[src/rtl/mem_access_stage.sv]
// MEM stage: resolves PC redirects, runs data-RAM req/ack accesses with a timeout,
// and registers the write-back bundle for the MEM/WB register.
module mem_access_stage #(
  parameter int MAX_WAIT = 16
) (
  input  logic        clk,
  input  logic        reset_n,
  input  logic        in_valid,
  input  logic [31:0] in_pc_data,
  input  logic [4:0]  in_rd_address,
  input  logic [31:0] in_alu_rd_result,
  input  logic        in_alu_rd_result_is_zero,
  input  logic [31:0] in_alu_pc_result,
  input  logic [1:0]  in_next_pc_src,
  input  logic        in_reg_write_data_src,
  input  logic        in_reg_wren,
  input  logic        in_ram_wren,
  input  logic [31:0] in_store_data,
  output logic        stall,
  output logic        pc_redirect,
  output logic [31:0] pc_redirect_target,
  output logic        ram_req,
  output logic        ram_we,
  output logic [31:0] ram_addr,
  output logic [31:0] ram_wdata,
  input  logic        ram_ack,
  input  logic [31:0] ram_rdata,
  output logic        wb_valid,
  output logic [31:0] wb_pc,
  output logic [31:0] wb_data,
  output logic [4:0]  wb_rd_address,
  output logic        wb_reg_wren,
  output logic        bus_error
);
  localparam int CW = $clog2(MAX_WAIT) + 1;
  localparam logic [CW-1:0] LAST = CW'(MAX_WAIT - 1);

  typedef enum logic {S_IDLE, S_WAIT} state_t;
  state_t        state;
  logic [CW-1:0] wait_cnt;

  logic        access, aligned, timeout, taken;
  logic [31:0] target;

  assign access  = in_ram_wren | (in_reg_write_data_src & in_reg_wren);
  assign aligned = (in_alu_rd_result[1:0] == 2'b00);
  assign timeout = (wait_cnt == LAST);
  assign stall   = ((state == S_IDLE) & in_valid & access & aligned) |
                   ((state == S_WAIT) & ~ram_ack & ~timeout);

  always_comb begin
    taken  = 1'b0;
    target = in_alu_pc_result;
    case (in_next_pc_src)
      2'd1: taken = in_alu_rd_result_is_zero;
      2'd2: taken = 1'b1;
      2'd3: begin
        taken  = 1'b1;
        target = {in_alu_rd_result[31:1], 1'b0};
      end
      default: taken = 1'b0;
    endcase
  end

  always_ff @(posedge clk) begin
    if (!reset_n) begin
      state              <= S_IDLE;
      wait_cnt           <= '0;
      pc_redirect        <= 1'b0;
      pc_redirect_target <= '0;
      ram_req            <= 1'b0;
      ram_we             <= 1'b0;
      ram_addr           <= '0;
      ram_wdata          <= '0;
      wb_valid           <= 1'b0;
      wb_pc              <= '0;
      wb_data            <= '0;
      wb_rd_address      <= '0;
      wb_reg_wren        <= 1'b0;
      bus_error          <= 1'b0;
    end else begin
      // Pulses and the write-back strobe default low every cycle.
      wb_valid    <= 1'b0;
      wb_reg_wren <= 1'b0;
      pc_redirect <= 1'b0;
      bus_error   <= 1'b0;
      case (state)
        S_IDLE: begin
          if (in_valid) begin
            wb_pc         <= in_pc_data;
            wb_rd_address <= in_rd_address;
            wb_data       <= in_alu_rd_result;
            if (access && !aligned) begin
              wb_valid  <= 1'b1;
              bus_error <= 1'b1;
            end else if (access) begin
              state     <= S_WAIT;
              wait_cnt  <= '0;
              ram_req   <= 1'b1;
              ram_we    <= in_ram_wren;
              ram_addr  <= {in_alu_rd_result[31:2], 2'b00};
              ram_wdata <= in_store_data;
            end else begin
              wb_valid           <= 1'b1;
              wb_reg_wren        <= in_reg_wren;
              pc_redirect        <= taken;
              pc_redirect_target <= target;
            end
          end
        end
        S_WAIT: begin
          // An ack arriving on the timeout cycle still completes normally.
          if (ram_ack) begin
            state       <= S_IDLE;
            ram_req     <= 1'b0;
            ram_we      <= 1'b0;
            wb_valid    <= 1'b1;
            wb_reg_wren <= in_reg_wren;
            wb_data     <= in_reg_write_data_src ? ram_rdata : in_alu_rd_result;
          end else if (timeout) begin
            state     <= S_IDLE;
            ram_req   <= 1'b0;
            ram_we    <= 1'b0;
            wb_valid  <= 1'b1;
            bus_error <= 1'b1;
          end else begin
            wait_cnt <= wait_cnt + 1'b1;
          end
        end
        default: state <= S_IDLE;
      endcase
    end
  end
endmodule

[config.mk]
export PLATFORM = sky130hd
export DESIGN_NAME = mem_access_stage
export DESIGN_NICKNAME = d
export VERILOG_FILES = /design/src/rtl/mem_access_stage.sv
export SDC_FILE = /design/constraint.sdc
export NUM_CORES = 1
export LEC_CHECK = 0
export BUFFER_PORTS_ARGS = -buffer_cell sky130_fd_sc_hd__clkbuf_2
export CORE_AREA = 2 2 136 138
export CTS_CLUSTER_DIAMETER = 200
export CTS_CLUSTER_SIZE = 8
export DETAILED_ROUTE_END_ITERATION = 12
export DIE_AREA = 0 0 138 140
export PLACE_DENSITY = 0.71
export SLEW_MARGIN = 30
export SYNTH_ARGS = -nofsm -noshare
export SYNTH_HDL_FRONTEND = slang
export SYNTH_SLANG_ARGS = --single-unit
[constraint.sdc]
create_clock -name clk -period 2.3 [get_ports clk]
set_input_delay 0.115 -clock clk [delete_from_list [all_inputs] [get_ports clk]]
set_output_delay 0.115 -clock clk [all_outputs]
set_load 0.01 [all_outputs]
==> impl_metrics.tcl, run 1 <==
set metrics [dict create \
    synth_area_leaders "dfxtp_1 (49%), a21oi_1 (9.6%), nand3_1 (8.8%)" \
    drive_above_1_share_pct 30.3 \
    num_rows 49 \
    rsz0062_at_grt "false" \
    wl_met2_um 14000 \
    r2r_slack_ps 180 \
    cp-start-kind "primary input" \
    power.density_mw_per_mm2 695 \
    crit_fanout 31 \
    drtAntennaViolNets 0 \
    reg2reg_from "state" \
    cp-startpoint "in_reg_wren" \
    holdCritPathClass "primary input to flop" \
    slew_viol_final 0 \
    grt_pass1_vias 8527 \
    vdd_drop_max_uv 524 \
    synth-seq-cells 175 \
    final.setup.tns_ps 0 \
    tightest_slew_ps 744 \
    grt_max_degree 75 \
    crit_path_end "pc_redirect_target[20]" \
    syn_avg_cell_area_um2 8.11 \
    core_area_mm2 0.0178 \
    cts_buffers 17 \
    globalplace.congestion 0.864 \
    dieArea_mm2 0.0193 \
    routed_wl_um 28600 \
    arrival_ps 2480 \
    place.port_buffers 344 \
    grt_pass1_wl_um 44600 \
    period_share_pct 94.5 \
    status "finished, final reports clean" \
    diodes 0 \
    synth.distinct_cells 36 \
    grt_usage_pct 28.4 \
    synthFlopType "dfxtp_1" \
    end_kind "flop" \
    synthTopCellsByCount "dfxtp_1 (175), nand2_1 (146), a21oi_1 (137)" \
    drt_iter0_markers 628 \
    syn-cell-area_mm2 0.00716 \
    vias 8686 \
    htreeDepth 4 \
    cap_violations 0 \
    required_ps 2610 \
    cts_tree "yes" \
    slew_headroom_pct 50.4 \
    fin_worst_skew_ps 6.88 \
    layout-area-overhead-vs-synth_pct 57.6 \
    die_w_um 138 \
    worstSetupPathType "primary input to flop" \
    dpl.hpwl_um 17600 \
    clock.fmax_mhz 460 \
    syn_inst 883 \
    cts.sinks 175 \
    synth_edf_count 0 \
    clock_latency_ps 430 \
    clk_path_buf_depth 2 \
    yosysSeqAreaShare_pct 48.9 \
    route.detailed.drc 0 \
    hold_viol 0 \
    fin_nets 1518 \
    ios 347 \
    async_flop_share_pct 0 \
    yosysTopAreaCell "dfxtp_1" \
    cts.clk_slew.worst_paths_ps 60 \
    leakagePower_uw 0.00499 \
    rr_endpoint "wb_data[13]" \
    yosys.cell_count.top_type "dfxtp_1" \
    finalSetupViolations 0 \
    dr_wl_met3_um 2210 \
    route.top_layer_used "met4" \
    yosysWarningCount 0 \
    cts_setup_buffers 0 \
    fp.dieH_um 140 \
    cts-root-buf "clkbuf_16" \
    drt_first_pass_iters 5 \
    synth_top_area_share_pct 48.9 \
    drt-met1-wl_um 11000 \
    fin_util_pct 63.5 \
    grt-ovfl-total 0 \
    vias_per_cell 5.49 \
    antenna_found_initial 0 \
    r2r.worst_path.cells 6 \
    initial_core_util_pct 40.3 \
    wire_per_inst_um 18.1 \
    period_needed_ps 2170 \
]
per-stage QoR:
step	setup slack (ps)	hold WS (ps)	instance area, um2	power (uW)	cells
2_1_floorplan	551	231	7170	3870	884
3_3_place_gp	398	338	8910	4340	1382
3_5_place_dp	341	342	8920	4350	1382
4_1_cts	62.3	0.458	11300	7860	1582
5_1_grt	41.6	8.08	11300	8120	1582
6_report	127	15.8	11300	7840	1582
kinds of logic (layout without fill, tap and decap cells):
kind of cell / Yosys count / count (layout) / synth area share, %
AO/OA/AOI/OAI: 278 / 278 / 23.4
adder cells (fa/ha/maj): 3 / 3 / 0.524
buffers and inverters: 99 / 568 / 6.73
flip-flops: 175 / 175 / 48.9
multiplexers: 1 / 1 / 0.157
other: 1 / 2 / 0.0524
AND/OR/NAND/NOR: 326 / 326 / 20.2
layer usage:
metal  global-route usage (%)  vias up
li1                         -     4068
met1                     33.1     4057
met2                     48.5      451
met3                     6.84      110
met4                     15.6        0
met5                        0        -
critical path, cell delays in order:
cell	delay, ps
dlygate4sd3_1	550
clkbuf_2	150
a21o_2	370
nor2_2	150
buf_4	360
a311oi_1	160
dlygate4sd3_1	590
state kept, by name (all words and copies together) (netlist names):
register	flops
wb_reg_wren	1
wb_valid	1
pc_redirect_target	32
bus_error	1
wb_pc	32
ram_we	1
ram_addr	30
wb_data	32
wb_rd_address	5
ram_wdata	32
wait_cnt	5
pc_redirect	1
ram_req	1
state	1
power by group:
group / switching (uW) / internal (uW) / total [uW] / leakage, uW
Combinational: 702 / 576 / 1280 / 0.00323
Sequential: 86.1 / 3190 / 3270 / 0.00143
Clock: 1310 / 1990 / 3290 / 0.000330
placed cells by master, fill, tap and decap left out, types with 3 or more instances in the layout:
master         Yosys  routed
clkbuf_2           0     344
dfxtp_1          175     174
dlygate4sd3_1      0     168
nand2_1          146     146
a21oi_1          137     137
nand3_1          126     126
a311oi_1          64      64
o21ai_1           37      38
nor2_1            37      36
o21ai_0           27      26
clkbuf_16          0      17
buf_4             13      17
bufinv_16          0       5
o21ai_2            4       4
a31oi_1            3       3
o211ai_1           3       3
nand3b_1           3       3
ha_1               3       3
clkinv_4           0       3
inv_8              0       3
cell type report:
| type | instances | area [um2] |
|---|---|---|
| clock buffer | 18 | 439 |
| clock inverter | 14 | 229 |
| fill | 1513 | 6490 |
| inverter | 3 | 16.3 |
| multi-input combinational | 610 | 3220 |
| sequential | 175 | 3500 |
| tap | 229 | 287 |
| timing repair buffer | 533 | 3590 |
repair_timing:
action	CTS	global route
hold buffers	168	0
resized for setup	0	4
endpoints found under the setup margin	0	11
endpoints found under the hold margin	149	0
worst min-delay path by stage:
stage                                    start      endpoint  slack, ps  depth (start not counted)
after floorplan                    in_reg_wren   wb_reg_wren        230                          2
after detailed placement        in_pc_data[29]     wb_pc[29]        340                          3
after CTS                 in_alu_rd_result[19]  ram_addr[19]        0.5                          3
final                     in_alu_rd_result[19]  ram_addr[19]         20                          3
after global placement           in_pc_data[8]      wb_pc[8]        340                          3
after global routing       in_alu_rd_result[4]    wb_data[4]          8                          3
No activity file was read; power rests on OpenSTA's default activity.
==> inputs of run 2 (changes only) <==
--- a/config.mk
+++ b/config.mk
@@ -6,12 +6,13 @@
 export NUM_CORES = 1
 export LEC_CHECK = 0
 export BUFFER_PORTS_ARGS = -buffer_cell sky130_fd_sc_hd__clkbuf_2
-export CORE_AREA = 2 2 136 138
+export CORE_AREA = 2 2 133 135
+export CTS_BUF_LIST = sky130_fd_sc_hd__clkbuf_4
 export CTS_CLUSTER_DIAMETER = 200
 export CTS_CLUSTER_SIZE = 8
 export DETAILED_ROUTE_END_ITERATION = 12
-export DIE_AREA = 0 0 138 140
-export PLACE_DENSITY = 0.71
+export DIE_AREA = 0 0 135 137
+export PLACE_DENSITY = 0.74
 export SLEW_MARGIN = 30
 export SYNTH_ARGS = -nofsm -noshare
 export SYNTH_HDL_FRONTEND = slang
==> run 2 against run 1 <==
- wire length increased by 4.7%
- non-clock buffer count up 67
- die area decreased by 4.3%
- fmax is 2.2% lower
- core utilization increased by 4.4 points
- global-route usage is 2.4 points higher
- register-to-register slack lost 100 ps
- flip-flop and latch count is the same
- largest cell class unchanged
==> impl_metrics.tcl, run 2 (same netlist as run 1, synthesis figures left out) <==
set metrics [dict create \
    drt_first_pass_iters 5 \
    fin_area_mm2 0.0116 \
    end_kind "flop" \
    dpl-instance-area_mm2 0.00893 \
    power.density_mw_per_mm2 557 \
    ios 347 \
    num_rows 48 \
    use_met2_pct 52.9 \
    final.setup.tns_ps 0 \
    worstHoldPathCells 3 \
    grt_pass1_wl_um 45200 \
    globalplace.congestion 0.827 \
    grt_usage_pct 30.8 \
    grt_pass1_vias 8842 \
    routed_wl_um 30000 \
    gr-usage-met1_pct 34.3 \
    fp.dieH_um 137 \
    cts-root-buf "clkbuf_4" \
    vdd_drop_max_uv 467 \
    mostFrequentLayoutCell "clkbuf_2" \
    whs_ps 56.0 \
    vias 9132 \
    antenna_found_initial 1 \
    period_share_pct 96.6 \
    required_ps 2820 \
    tightest_slew_ps 745 \
    r2r_slack_ps 80 \
    vias_per_cell 5.55 \
    place.port_buffers 344 \
    min_from "in_alu_rd_result[1]" \
    fin_nets 1585 \
    dpl.hpwl_um 17300 \
    grt-ovfl-total 0 \
    initial_core_util_pct 42.0 \
    cp-start-kind "flop" \
    rr_endpoint "wb_data[29]" \
    layout-area-overhead-vs-synth_pct 61.7 \
    rsz0062_at_grt "false" \
    clock_latency_ps 580 \
    die_w_um 135 \
    holdCritPathClass "primary input to flop" \
    layout_common_cells "clkbuf_2 (343), dlygate4sd3_1 (232), dfxtp_1 (173)" \
    reg2reg_from "state" \
    period_needed_ps 2220 \
    worstSetupPathType "flop to flop" \
    hold_viol 0 \
    leakagePower_uw 0.00517 \
    dp_cells 1379 \
    cts.sinks 175 \
    cts.clk_slew.worst_paths_ps 140 \
    fin_worst_skew_ps 20.6 \
    fin_cells 1646 \
    cap_violations 0 \
    dieArea_mm2 0.0185 \
    wire_per_inst_um 18.2 \
    grt_max_degree 67 \
    slew_viol_final 0 \
    clock.fmax_mhz 450 \
    r2r.worst_path.cells 6 \
    slew_headroom_pct 50.3 \
    drtAntennaViolNets 0 \
    core_area_mm2 0.0171 \
    finalSetupViolations 0 \
    crit_fanout 34 \
    cts_buffers 17 \
    arrival_ps 2740 \
    min_to "wb_valid" \
    drive_above_1_share_pct 29.0 \
    cts_tree "yes" \
    htreeDepth 4 \
    status "finished, final reports clean" \
    clk_path_buf_depth 2 \
    use_met3_pct 6.89 \
    drt_iter0_markers 837 \
    route.detailed.drc 0 \
    grt_busiest_layer "met2" \
]
==> run 2: how the worst max path moves through the flow <==
stage                     start  slack, ps           to
global placement    wait_cnt[0]        440  wait_cnt[3]
global route        wait_cnt[0]          2        stall
detailed placement  wait_cnt[0]        360  wait_cnt[3]
finish                    state         80  wb_data[29]
CTS                 wait_cnt[0]          6        stall
floorplan           wait_cnt[0]        550  wait_cnt[0]
==> run 2: power by group <==
| group | leakage (uW) | switching (uW) | internal (uW) |
|---|---|---|---|
| logic | 0.00359 | 742 | 674 |
| registers | 0.00143 | 88.8 | 3190 |
| clock network | 0.000141 | 1120 | 637 |
==> run 2: final cells by class <==
cell class	instances	area, um2
antenna	1	2.50
clock buffer	17	128
clock inverter	15	144
fill	1285	5470
inverter	3	16.3
multi-input combinational	610	3220
sequential	175	3510
tap	225	282
timing repair buffer	600	4280
==> run 2: metal layers <==
metal,share of wire [%],up-vias
li1,-,4200
met1,36,4199
met2,48,568
met3,8.6,165
met4,7.0,0
met5,0,-
==> run 2: timing repair <==
action / 4_1_cts / 5_1_grt
gates cloned: 0 / 1
endpoints found under the setup margin: 1 / 42
resized for setup: 1 / 6
hold buffers: 232 / 0
endpoints found under the hold margin: 174 / 0
setup buffers: 0 / 1
pin swaps: 0 / 1
==> run 2: worst max-delay path: stages, from the launching register on <==
cell and delay [ps]:
dfxtp_4 440, buf_6 210, nand2_1 90, buf_4 340
nand2_1 100, a311oi_1 360, dlygate4sd3_1 630
==> run 2: per-stage QoR <==
step	setup slack, ps	util (%)	total power (uW)
after floorplan	551	-	3870
after global placement	442	52.3	4330
after detailed placement	361	52.4	4350
after CTS	6.07	67.6	6420
after global routing	1.76	67.9	6720
final	79.1	67.9	6450
